## config.mk

```make
export PLATFORM = sky130hd
export DESIGN_NAME = case5_pipe
export DESIGN_NICKNAME = d
export VERILOG_FILES = /design/src/rtl/case5_pipe.sv
export SDC_FILE = /design/constraint.sdc
export NUM_CORES = 1
export LEC_CHECK = 0
export ABC_AREA = 0
export CAP_MARGIN = 20
export CORE_MARGIN = 3
export CORE_UTILIZATION = 46
export CTS_CLUSTER_DIAMETER = 30
export DETAILED_ROUTE_END_ITERATION = 8
export DONT_BUFFER_PORTS = 1
export HOLD_SLACK_MARGIN = 0.12
export PLACE_DENSITY_LB_ADDON = 0.12
export SYNTH_ARGS = -nofsm -noshare
export SYNTH_HDL_FRONTEND = slang
export SYNTH_SLANG_ARGS = --single-unit
```

## constraint.sdc

```tcl
create_clock -name clk -period 1.85 [get_ports clk]
set_input_delay 0.37 -clock clk [delete_from_list [all_inputs] [get_ports clk]]
set_output_delay 0.37 -clock clk [all_outputs]
set_load 0.02 [all_outputs]
```

## src/rtl/case5_pipe.sv

```systemverilog
// -----------------------------------------------------------------------------
// case5_pipe
//
// Multi-lane, registered evaluation of the case5 Boolean function with a
// DEPTH-entry output FIFO behind a valid/ready handshake.
//
// Each transaction carries LANES independent bit-lanes. Lane i of the input
// buses a..f produces lane i of the results x/y/z:
//   x = a | (d & (~b | ~c))
//   y = b & d & (~c | (a & f & ~e))
//   z = (c | d) & (~c | ~d | (b & (e | ~a | ~f)))
// The results are computed combinationally and written into the FIFO tail on
// the accepting edge. The consumer sees them from the FIFO head, so a
// transaction accepted into an empty FIFO appears one cycle later.
//
// Ports:
//   clk        in   rising-edge clock
//   rst_n      in   asynchronous active-low reset (clears FIFO and storage)
//   in_valid   in   producer has a transaction on a..f
//   in_ready   out  FIFO not full (no bypass when full, even with a pop)
//   a..f       in   LANES bits each, lane-aligned operands
//   out_valid  out  FIFO head holds a result
//   out_ready  in   consumer takes the head this cycle
//   x, y, z    out  LANES bits each, results at the FIFO head
//   level      out  FIFO occupancy, 0..DEPTH
//
// Optional build macro CASE5_PIPE_STATS_EN adds:
//   stat_clr   in   synchronous clear of stat_cnt (wins over increment)
//   stat_cnt   out  16-bit saturating count of pushes whose z has any lane set
// -----------------------------------------------------------------------------
module case5_pipe #(
   parameter int LANES = 4,
   parameter int DEPTH = 4
) (
   input  logic                         clk,
   input  logic                         rst_n,
   input  logic                         in_valid,
   output logic                         in_ready,
   input  logic [LANES-1:0]             a,
   input  logic [LANES-1:0]             b,
   input  logic [LANES-1:0]             c,
   input  logic [LANES-1:0]             d,
   input  logic [LANES-1:0]             e,
   input  logic [LANES-1:0]             f,
   output logic                         out_valid,
   input  logic                         out_ready,
   output logic [LANES-1:0]             x,
   output logic [LANES-1:0]             y,
   output logic [LANES-1:0]             z,
   output logic [$clog2(DEPTH+1)-1:0]   level
`ifdef CASE5_PIPE_STATS_EN
   ,
   input  logic                         stat_clr,
   output logic [15:0]                  stat_cnt
`endif
);

   localparam int PW = (DEPTH > 1) ? $clog2(DEPTH) : 1;
   localparam int LW = $clog2(DEPTH + 1);
   localparam logic [LW-1:0] FULL_LVL = LW'(DEPTH);
   localparam logic [PW-1:0] LAST_PTR = PW'(DEPTH - 1);

   typedef struct packed {
      logic [LANES-1:0] x;
      logic [LANES-1:0] y;
      logic [LANES-1:0] z;
   } entry_t;

   entry_t          mem_q [DEPTH];
   logic [PW-1:0]   wr_ptr_q, wr_ptr_d;
   logic [PW-1:0]   rd_ptr_q, rd_ptr_d;
   logic [LW-1:0]   level_q,  level_d;
   entry_t          res;
   logic            push;
   logic            pop;

   // Explicit wrap so DEPTH need not be a power of two.
   function automatic logic [PW-1:0] ptr_inc(input logic [PW-1:0] p);
      return (p == LAST_PTR) ? '0 : p + 1'b1;
   endfunction

   // Per-lane case5 function, evaluated on the whole bus at once.
   always_comb begin
      res.x = a | (d & (~b | ~c));
      res.y = b & d & (~c | (a & f & ~e));
      res.z = (c | d) & (~c | ~d | (b & (e | ~a | ~f)));
   end

   assign in_ready  = (level_q != FULL_LVL);
   assign out_valid = (level_q != '0);
   assign push      = in_valid & in_ready;
   assign pop       = out_valid & out_ready;

   // NOTE: every signal assigned in a combinational block gets a default at
   // the top; a path that leaves one unassigned would infer a latch.
   always_comb begin
      wr_ptr_d = wr_ptr_q;
      rd_ptr_d = rd_ptr_q;
      level_d  = level_q;
      if (push) wr_ptr_d = ptr_inc(wr_ptr_q);
      if (pop)  rd_ptr_d = ptr_inc(rd_ptr_q);
      unique case ({push, pop})
         2'b10:   level_d = level_q + 1'b1;
         2'b01:   level_d = level_q - 1'b1;
         default: level_d = level_q;
      endcase
   end

   // NOTE: state registers use non-blocking assignments so every flop samples
   // the pre-edge value of every other flop, independent of block order.
   always_ff @(posedge clk or negedge rst_n) begin
      if (!rst_n) begin
         wr_ptr_q <= '0;
         rd_ptr_q <= '0;
         level_q  <= '0;
      end else begin
         wr_ptr_q <= wr_ptr_d;
         rd_ptr_q <= rd_ptr_d;
         level_q  <= level_d;
      end
   end

   // NOTE: the storage array is deliberately reset so the head never shows X
   // from an unwritten slot and outputs read 0 as soon as reset asserts.
   always_ff @(posedge clk or negedge rst_n) begin
      if (!rst_n) begin
         for (int i = 0; i < DEPTH; i++) mem_q[i] <= '0;
      end else if (push) begin
         mem_q[wr_ptr_q] <= res;
      end
   end

   // Head drives the outputs directly, so they hold while stalled.
   assign x     = mem_q[rd_ptr_q].x;
   assign y     = mem_q[rd_ptr_q].y;
   assign z     = mem_q[rd_ptr_q].z;
   assign level = level_q;

`ifdef CASE5_PIPE_STATS_EN
   logic [15:0] stat_cnt_q;

   always_ff @(posedge clk or negedge rst_n) begin
      if (!rst_n) begin
         stat_cnt_q <= '0;
      end else if (stat_clr) begin
         stat_cnt_q <= '0;
      end else if (push && (|res.z) && (stat_cnt_q != 16'hFFFF)) begin
         stat_cnt_q <= stat_cnt_q + 16'd1;
      end
   end

   assign stat_cnt = stat_cnt_q;
`endif

endmodule

```

* After elaboration in Yosys (flattened, before gate mapping)
Cells that the tools add are included.
** Cells by class
- $add $sub $neg :: 4
- $mul :: 0
- Divide/modulo/power cells :: 0
- $lt $le $gt $ge :: 3
- Equal/unequal tests :: 5
- Shift operators :: 0
- Muxes and demuxes :: 9
- Bitwise operators :: 25
- Reductions and logical operators :: 3
** Operators by type and width (count)
- bitwise mux 48 bit :: 1
- two-way mux 12 bit :: 3
- bitwise OR 4 bit :: 8
- bitwise AND 4 bit :: 7
- binary-select mux 12 bit (select 2 bit) :: 1
- demux 12 bit (select 2 bit) :: 1
- NOT 4 bit :: 6
- equality test 2 bit, second input constant :: 3
- >= comparator 3 bit, second input constant :: 2
- NOT 2 -> 3 bit :: 2
- case mux 3 bit (2 select lines) :: 1
- adder 2 x 1 -> 2 bit, second input constant :: 2
- two-way mux 2 bit :: 2
- adder 3 x 1 -> 3 bit, second input constant :: 1
- < comparator 3 x 1 -> 1 bit, second input constant :: 1
- != test 3 bit, second input constant :: 1
- nonzero test 3 bit :: 1
- subtractor 3 x 1 -> 3 bit, second input constant :: 1
- bitwise AND 1 bit :: 2
- equality test 2 x 1 -> 1 bit, second input constant :: 1
- nonzero test 2 bit :: 1
- logical AND 1 bit :: 1
** Storage, ports and cells
- Bits in registers :: 55
- Bits in latches :: 0
- RAM bits :: 0
- Bits in read-only memories :: 0
- Output and inout bits :: 17
- Logic and storage cells :: 64
- Memories kept :: 0

* Depth between registers and ports, before layout
Gate-level depths: netlist (run 1).
- Depth in word-level cells :: 7
- Mapped depth :: 9
- Mapped depth without buffers :: 9

* Worst setup path after synthesis (run 1)
No wires, ideal clock.
- Path type :: register to register
- Start point :: reg level_q[0], in the netlist level[0]
- End point :: reg level_q[2], in the netlist level[2]
- Setup time :: 80 ps
- Data arrival time :: 2082 ps
- Required time :: 1770 ps
- Slack :: -312 ps
- Stages on the path, launching flop included :: 10
- Buffers on the path :: 1
- Clock period less this slack :: 2162 ps
- Cells stage by stage :: dfrtp_1 or3b_1 buf_6 nand2_1 ha_1 inv_1 fa_1 xor2_1 nor2_1 xor2_1
** On the way
- Word-level cells in the longest chain between the ends :: 4
- Elaborated cells between the ends (all ways) :: 10
- Classes of those cells :: 2 x add/sub; 3 x eq/ne; 1 x mux; 2 x bitwise; 2 x reduce/logical
** RTL lines
- start: declaration :: RTL line 72 : logic [LW-1:0] level_q, level_d;
- start signal: assignment :: RTL line 119 : level_q <= level_d;
- != test 3 bit * :: RTL line 89 : assign in_ready = (level_q != FULL_LVL);
- via in_ready :: RTL line 38 : output logic in_ready,
- bitwise AND 1 bit * :: RTL line 91 : assign push = in_valid & in_ready;
- equality test 2 x 1 -> 1 bit / equality test 2 bit (equally long branches) :: RTL line 102 : unique case ({push, pop})
- case mux 3 bit (2 select lines) / nonzero test 2 bit (equally long branches)
Mark *: on every way through the listed nets, which the timed path passes. The rest lies on a longest branch.
A chain may end at the register's enable or synchronous reset.

* Final worst setup path (run 1)
- Start point :: reg rd_ptr_q[0]
- End point :: out z[3]
** On the way
- Word-level cells in the longest chain between the ends :: 4
** RTL lines
- start: declaration :: RTL line 71 : logic [PW-1:0] rd_ptr_q, rd_ptr_d;
- start signal: assignment :: RTL line 118 : rd_ptr_q <= rd_ptr_d;
- NOT 2 -> 3 bit (implied by the code) :: RTL line 136 : assign z = mem_q[rd_ptr_q].z;
- binary-select mux 12 bit (select 2 bit) :: RTL line 136
- two-way mux 12 bit (2 in series)
- end: declaration :: RTL line 49 : output logic [LANES-1:0] z,
No other way between the ends. The select of a mux whose other input is x is not followed.

==> flow_summary_export.csv, run 1 <==
group,metric,value,unit
outcome,status,"finished with violations",
outcome,violations,"setup timing",
clock_network,cts_buffers,5,
sta,tightest_slew,0.424,ns
routing,vias,1543,
setup_path,crit_path_start,"rd_ptr_q[0]$_DFFE_PN0P_",
sta,hold_viol,0,
routing,ant_nets,0,
clock_network,clkLatencyLatePin,0.31,ns
setup_path,arrival,1.53,ns
pwr,p_per_area,1790,nW/um2
synth,synth_seq_cells,55,
die,dieHeight,85.4,um
setup_path,reg2reg_from,"level[0]$_DFFE_PN0P_",
setup_path,worst-path-buf-inv,1,
synth,ys_warn_count,0,
clock_network,cts_tree,"yes",
synth,synth_edf_count,0,
sta,maxSlewHeadroom,71.5,%
routing,dr.first_iter.drc_count,64,
pwr,leakage,1.43,nW
run,maxCapViolCount,0,
routing,wl_per_cell,20.4,um
synth,synth_top_cells_by_count,"dfrtp_1 (55), mux2_4 (40), mux2_2 (12), mux4_2 (12), nand2_1 (9)",
routing,wl,5620,um
die,start_util,48.2,%
setup_path,slowest_delay,0.58,ns
synth,netlist.area_leader.share,47.4,%
sta,fmax,526,MHz
synth,async_reset_ff_share,100,%
synth,synth.top_cells.by_area,"dfrtp_1 (47%), mux2_4 (21%), mux4_2 (9.3%)",
pwr,ir_drop,0.844,mV
finish,syn2layout_area_growth,10.7,%
sta,fin_crit,1.90,ns
global_routing,antenna_found_initial,0,
global_routing,grt_use_total,16.7,%
die,row_count,28,
finish,utilization,53.3,%
setup_path,critPathTopFamily,"multiplexers",
clock_network,cts_max_path_buffers,2,
sta,setup_ws,-0.0502,ns
placed_design,hpwlAfterDp,3750,um
global_routing,grt_max_degree,56,
die,io-pin-count,45,
synth,syn_area,2900,um2
sta,finalClockSkew,0.00615,ns
finish,drive_gt1_share,54.0,%
clock_network,cts_max_level,2,
finish,finalNonFillerCells,275,
setup_path,slowest_stage,"mux4_2",
placed_design,routabilityCongestion,0.746,
routing,drtPass1Iterations,4,
synth,ys_types,27,
worst_hold_path,min_path_type,"in -> reg",
routing,vias_per_cell,5.61,
die,dieArea,7300,um2
synth,ys.flop_type,"dfrtp_1",
setup_path,crit_path_end,"z[3]",
finish,fin_nets,234,
finish,antenna_cells,0,
clock_network,cts_num_sinks,55,
setup_path,crit_chain,"clkbuf_16, mux4_2",
setup_path,r2r_end,"level[2]$_DFFE_PN0P_",
setup_path,cp-end-kind,"primary output",
die,die_w,85.4,um
sta,rsz0062_at_grt,"true",
placed_design,io_buffers,0,
sta,whs,0.357,ns
sta,finalSetupViolCount,12,
setup_path,worst-path-max-fanout,6,
placed_design,pre_cts_slack,-0.0920,ns
global_routing,first_global_vias,1736,
setup_path,cp-start-kind,"flip-flop",
global_routing,grt.overflow.total,0,
setup_path,path_depth,2,
die,core,6030,um2
sta,fin_crit_sh,103,%
global_routing,grt_pass1_wl,9210,um
setup_path,rr_worst_depth,8,
synth,avgSynthCellArea,15.9,um2
synth,syn_inst,183,
setup_path,path_class,"reg -> out",
worst_hold_path,hold_path_depth,3,
clock_network,cts-root-buf,"clkbuf_8",
setup_path,worstPathRequired,1.48,ns
synth,synth_fp_nets,218,
finish,fillers,499,
pwr,total_power,5.74,mW
synth,ys_seq_area_share,47.4,%
synth,synth_top_area_cell,"dfrtp_1",
clock_network,clk_pin_slew,0.11,ns
setup_path,rrSetupSlack,-0.04,ns
routing,drc_errors,0,
sta,drv_slew,0,
synth,synth.most_common_cell,"dfrtp_1",
placed_design,place_inst,262,
-- registers in the layout, summed over array words and instances (netlist names) --
register,flops
mem_q,48
level,3
rd_ptr_q,2
wr_ptr_q,2
-- report_power, final --
part	internal (mW)	switching (mW)	total [mW]
clock network	0.280	0.430	0.710
logic	1.63	1.20	2.82
registers	1.79	0.426	2.21
total	3.69	2.05	5.74
-- timing repair --
| action | 4_1_cts | 5_1_grt |
|---|---|---|
| gates cloned | 0 | 1 |
| endpoints found under the setup margin | 13 | 14 |
| hold buffers | 2 | 0 |
| setup buffers | 0 | 2 |
| pin swaps | 2 | 2 |
| resized for setup | 2 | 5 |
| hold endpoints to repair | 55 | 0 |
-- stage by stage --
stage / instance area (um2) / setup TNS, ns
after floorplan: 2940 / -0.232
after global placement: 3030 / -0.0129
after detailed placement: 3030 / -0.0920
after CTS: 3160 / -0.611
after global routing: 3210 / -1.15
final: 3210 / -0.361
-- placed cells by master, fill, tap and decap left out, types with 2 or more instances in the layout --
master    netlist  routed
dfrtp_1        55      50
mux2_4         40      40
mux4_2         12      12
mux2_2         12      12
buf_4           0      12
nand2_1         9       7
inv_1           7       5
xor2_1          5       5
ha_1            6       5
clkbuf_8        0       5
dfrtp_2         0       5
and3_4          4       4
a21o_1          4       4
nand3b_1        3       3
a21oi_1         3       3
a31o_2          3       3
nor2_1          3       3
nand2_4         0       2
inv_2           0       2
xnor2_1         2       2
inv_6           0       2
-- area by class of cell --
cell class / count / area [um2] / area share, %
Multi-Input combinational cell: 113 / 1430 / 44.6
Sequential cell: 55 / 1380 / 43.0
Inverter: 7 / 26.3 / 0.817
Clock inverter: 3 / 26.3 / 0.817
Timing Repair Buffer: 17 / 184 / 5.72
Tap cell: 75 / 93.8 / 2.92
Clock buffer: 5 / 68.8 / 2.14
-- how the worst min path moves through the flow --
stage | startpoint | slack, ns | end
after floorplan | rst_n | 0.07 | level[0]$_DFFE_PN0P_
after global placement | rst_n | 0.08 | mem_q[40]$_DFFE_PN0P_
after detailed placement | rst_n | 0.08 | mem_q[40]$_DFFE_PN0P_
after CTS | a[1] | 0.35 | mem_q[45]$_DFFE_PN0P_
after global routing | in_valid | 0.35 | level[0]$_DFFE_PN0P_
final | in_valid | 0.36 | level[0]$_DFFE_PN0P_
-- cells by family after synthesis --
kind of cell             synth area share (%)
multiplexers                             35.0
flip-flops                               47.4
AND/OR/NAND/NOR                          4.74
buffers and inverters                    4.48
AO/OA/AOI/OAI                            2.97
XOR/XNOR                                 2.11
adder cells (fa/ha/maj)                  3.28
-- routing by layer --
metal,track usage [%],up-vias,wire [um],share of wire [%]
met5,0,-,0,0
met4,5.76,0,84,1.5
met3,4.17,6,292,5.2
met2,27.3,48,2780,49
met1,21.6,796,2460,44
li1,-,693,-,-
-- tightest hold or removal path: stages --
cell and delay, ns:
nand2_4 0.06, ha_4 0.14, xnor2_1 0.07
(Power assumes the default switching activity.)
==> inputs of run 2 (changes only) <==
--- a/config.mk
+++ b/config.mk
@@ -12,6 +12,7 @@
 export CTS_CLUSTER_DIAMETER = 30
 export DETAILED_ROUTE_END_ITERATION = 8
 export DONT_BUFFER_PORTS = 1
+export GPL_ROUTABILITY_DRIVEN = 1
 export HOLD_SLACK_MARGIN = 0.12
 export PLACE_DENSITY_LB_ADDON = 0.12
 export SYNTH_ARGS = -nofsm -noshare
==> results of run 2 <==
Final layout, timing and power as in run 1 (identical DEF).
==> inputs of run 3 (changes only) <==
--- a/config.mk
+++ b/config.mk
@@ -15,6 +15,7 @@
 export GPL_ROUTABILITY_DRIVEN = 1
 export HOLD_SLACK_MARGIN = 0.12
 export PLACE_DENSITY_LB_ADDON = 0.12
+export SKIP_CTS_REPAIR_TIMING = 1
 export SYNTH_ARGS = -nofsm -noshare
 export SYNTH_HDL_FRONTEND = slang
 export SYNTH_SLANG_ARGS = --single-unit
==> constraint.sdc (replaced) <==
create_clock -name clk -period 1.8 [get_ports clk]
set_input_delay 0.54 -clock clk [delete_from_list [all_inputs] [get_ports clk]]
set_output_delay 0.54 -clock clk [all_outputs]
set_load 0.02 [all_outputs]
==> run 3 against run 2 <==
  * The flow finishes with violations (hold timing, setup timing)
  * Sequential share of layout area is 0.084 points higher
  * Utilization fell by 0.10 points
  * Sequential cell count unchanged
  * Total power is 3.2% higher
  * Count of clock-buffer cells in the layout grew 3
  * Sequential power increased by 3%
  * Wire length up 0.69%
  * Clock skew is 0.00093 ns higher
  * Global-route usage decreased by 0.39 points
==> flow_summary_export.csv, run 3 (same netlist as run 1, synthesis figures left out) <==
group,metric,value,unit
setup_path,crit_path_start,"rd_ptr_q[0]$_DFFE_PN0P_",
die,row_count,28,
sta,whs,-0.0761,ns
finish,antenna_cells,0,
routing,wl_met3,216,um
setup_path,cp-start-kind,"flip-flop",
die,dieHeight,85.4,um
routing,wl_per_cell,20.5,um
clock_network,clkLatencyLatePin,0.30,ns
pwr,leakage,1.43,nW
sta,finalSetupViolCount,16,
finish,drive_gt1_share,54.2,%
die,start_util,48.2,%
clock_network,cts-root-buf,"clkbuf_8",
finish,largest_reg_flops,48,
clock_network,cts_tree,"yes",
routing,dr_wl_met2,2870,um
finish,largest-register,"mem_q",
setup_path,critPathTopFamily,"multiplexers",
routing,top_layer,"met4",
outcome,status,"finished with violations",
setup_path,slowest_stage,"mux4_2",
setup_path,crit_chain,"buf_4, mux4_2",
pwr,ir_drop,0.848,mV
sta,fmax,494,MHz
global_routing,antenna_found_initial,0,
setup_path,slowest_delay,0.58,ns
global_routing,first_global_vias,1748,
routing,vias,1550,
finish,final_common_cell,"dfrtp_1",
setup_path,path_class,"reg -> out",
placed_design,io_buffers,0,
routing,dr.first_iter.drc_count,74,
global_routing,grt_pass1_wl,9030,um
global_routing,grt_use_total,16.3,%
pwr,p_per_area,1850,nW/um2
sta,setup_tns,-2.85,ns
routing,ant_nets,0,
routing,routedLengthMet1,2510,um
setup_path,r2r_end,"level[2]$_DFFE_PN0P_",
placed_design,pre_cts_slack,-0.201,ns
clock_network,cts_buffers,5,
finish,syn2layout_area_growth,10.5,%
sta,rsz0062_at_grt,"true",
setup_path,worst-path-buf-inv,1,
sta,tightest_slew,0.478,ns
setup_path,rr_worst_depth,8,
routing,vias_per_cell,5.62,
finish,mostFrequentLayoutCells,"dfrtp_1 (50), mux2_4 (40), buf_4 (14)",
finish,utilization,53.2,%
sta,fin_crit_sh,113,%
outcome,violations,"hold timing, setup timing",
die,io-pin-count,45,
setup_path,cp-end-kind,"primary output",
sta,fin_crit,2.03,ns
clock_network,clk_pin_slew,0.10,ns
sta,setup_ws,-0.226,ns
routing,wl,5660,um
clock_network,cts_max_path_buffers,2,
placed_design,hpwlAfterDp,3740,um
sta,maxSlewHeadroom,67.8,%
placed_design,routabilityCongestion,0.737,
die,core,6030,um2
die,die_w,85.4,um
setup_path,worst-path-max-fanout,3,
sta,hold_viol,55,
routing,drc_errors,0,
routing,drtPass1Iterations,4,
global_routing,grt.overflow.total,0,
run,maxCapViolCount,0,
die,dieArea,7300,um2
setup_path,arrival,1.49,ns
clock_network,cts_num_sinks,55,
setup_path,worstPathRequired,1.26,ns
setup_path,rrSetupSlack,-0.16,ns
worst_hold_path,min_path_type,"in -> async",
sta,drv_slew,0,
setup_path,reg2reg_from,"level[1]$_DFFE_PN0P_",
finish,fillers,511,
finish,fin_nets,235,
clock_network,cts_max_level,2,
sta,finalClockSkew,0.00708,ns
global_routing,grt_max_degree,56,
[run 3: cell count changes in the layout (fill, tap and decap cells not counted)]
cell,before,now
buf_6,1,2
clkbuf_8,5,7
clkbuf_1,0,1
inv_6,2,0
buf_4,12,14
dlygate4sd3_1,1,0
buf_16,1,0
clkinv_4,1,0
[run 3: routing by layer]
metal | vias up | GRT usage, %
met1 | 820 | 20.7
met5 | - | 0
met4 | 0 | 4.89
li1 | 691 | -
met3 | 4 | 3.79
met2 | 35 | 27.8
[run 3: worst max-delay path by stage]
stage                                       to  slack [ns]  cells after the start
after floorplan           level[2]$_DFFE_PN0P_       -0.22                      9
after global placement    level[2]$_DFFE_PN0P_       -0.06                      8
after detailed placement  level[2]$_DFFE_PN0P_       -0.20                      8
after CTS                                 z[2]       -0.38                      1
after global routing                      y[0]       -0.28                      2
final                                     y[0]       -0.23                      2
[run 3: through the flow]
| step | power, mW | std cells | cell area [um2] |
|---|---|---|---|
| 3_5_place_dp | 5.10 | 263 | 3030 |
| 6_report | 5.93 | 276 | 3210 |
| 5_1_grt | 6.29 | 276 | 3210 |
| 2_1_floorplan | 4.56 | 183 | 2940 |
| 3_3_place_gp | 4.94 | 263 | 3030 |
| 4_1_cts | 5.84 | 271 | 3130 |
[run 3: power by group]
part | leakage [nW] | total (mW) | internal (mW) | switching, mW
clock network | 0.0515 | 0.724 | 0.352 | 0.372
registers | 0.647 | 2.27 | 1.84 | 0.437
logic | 0.733 | 2.93 | 1.71 | 1.22
total | 1.43 | 5.93 | 3.90 | 2.03
[run 3: final cells by class]
type / instances / area (um2) / share of cell area (%)
flip-flops and latches: 55 / 1380 / 43.1
inverters: 7 / 26.3 / 0.819
repair buffers: 18 / 173 / 5.38
multi-input cells: 113 / 1430 / 44.7
well taps: 75 / 93.8 / 2.93
clock buffers: 8 / 100 / 3.12
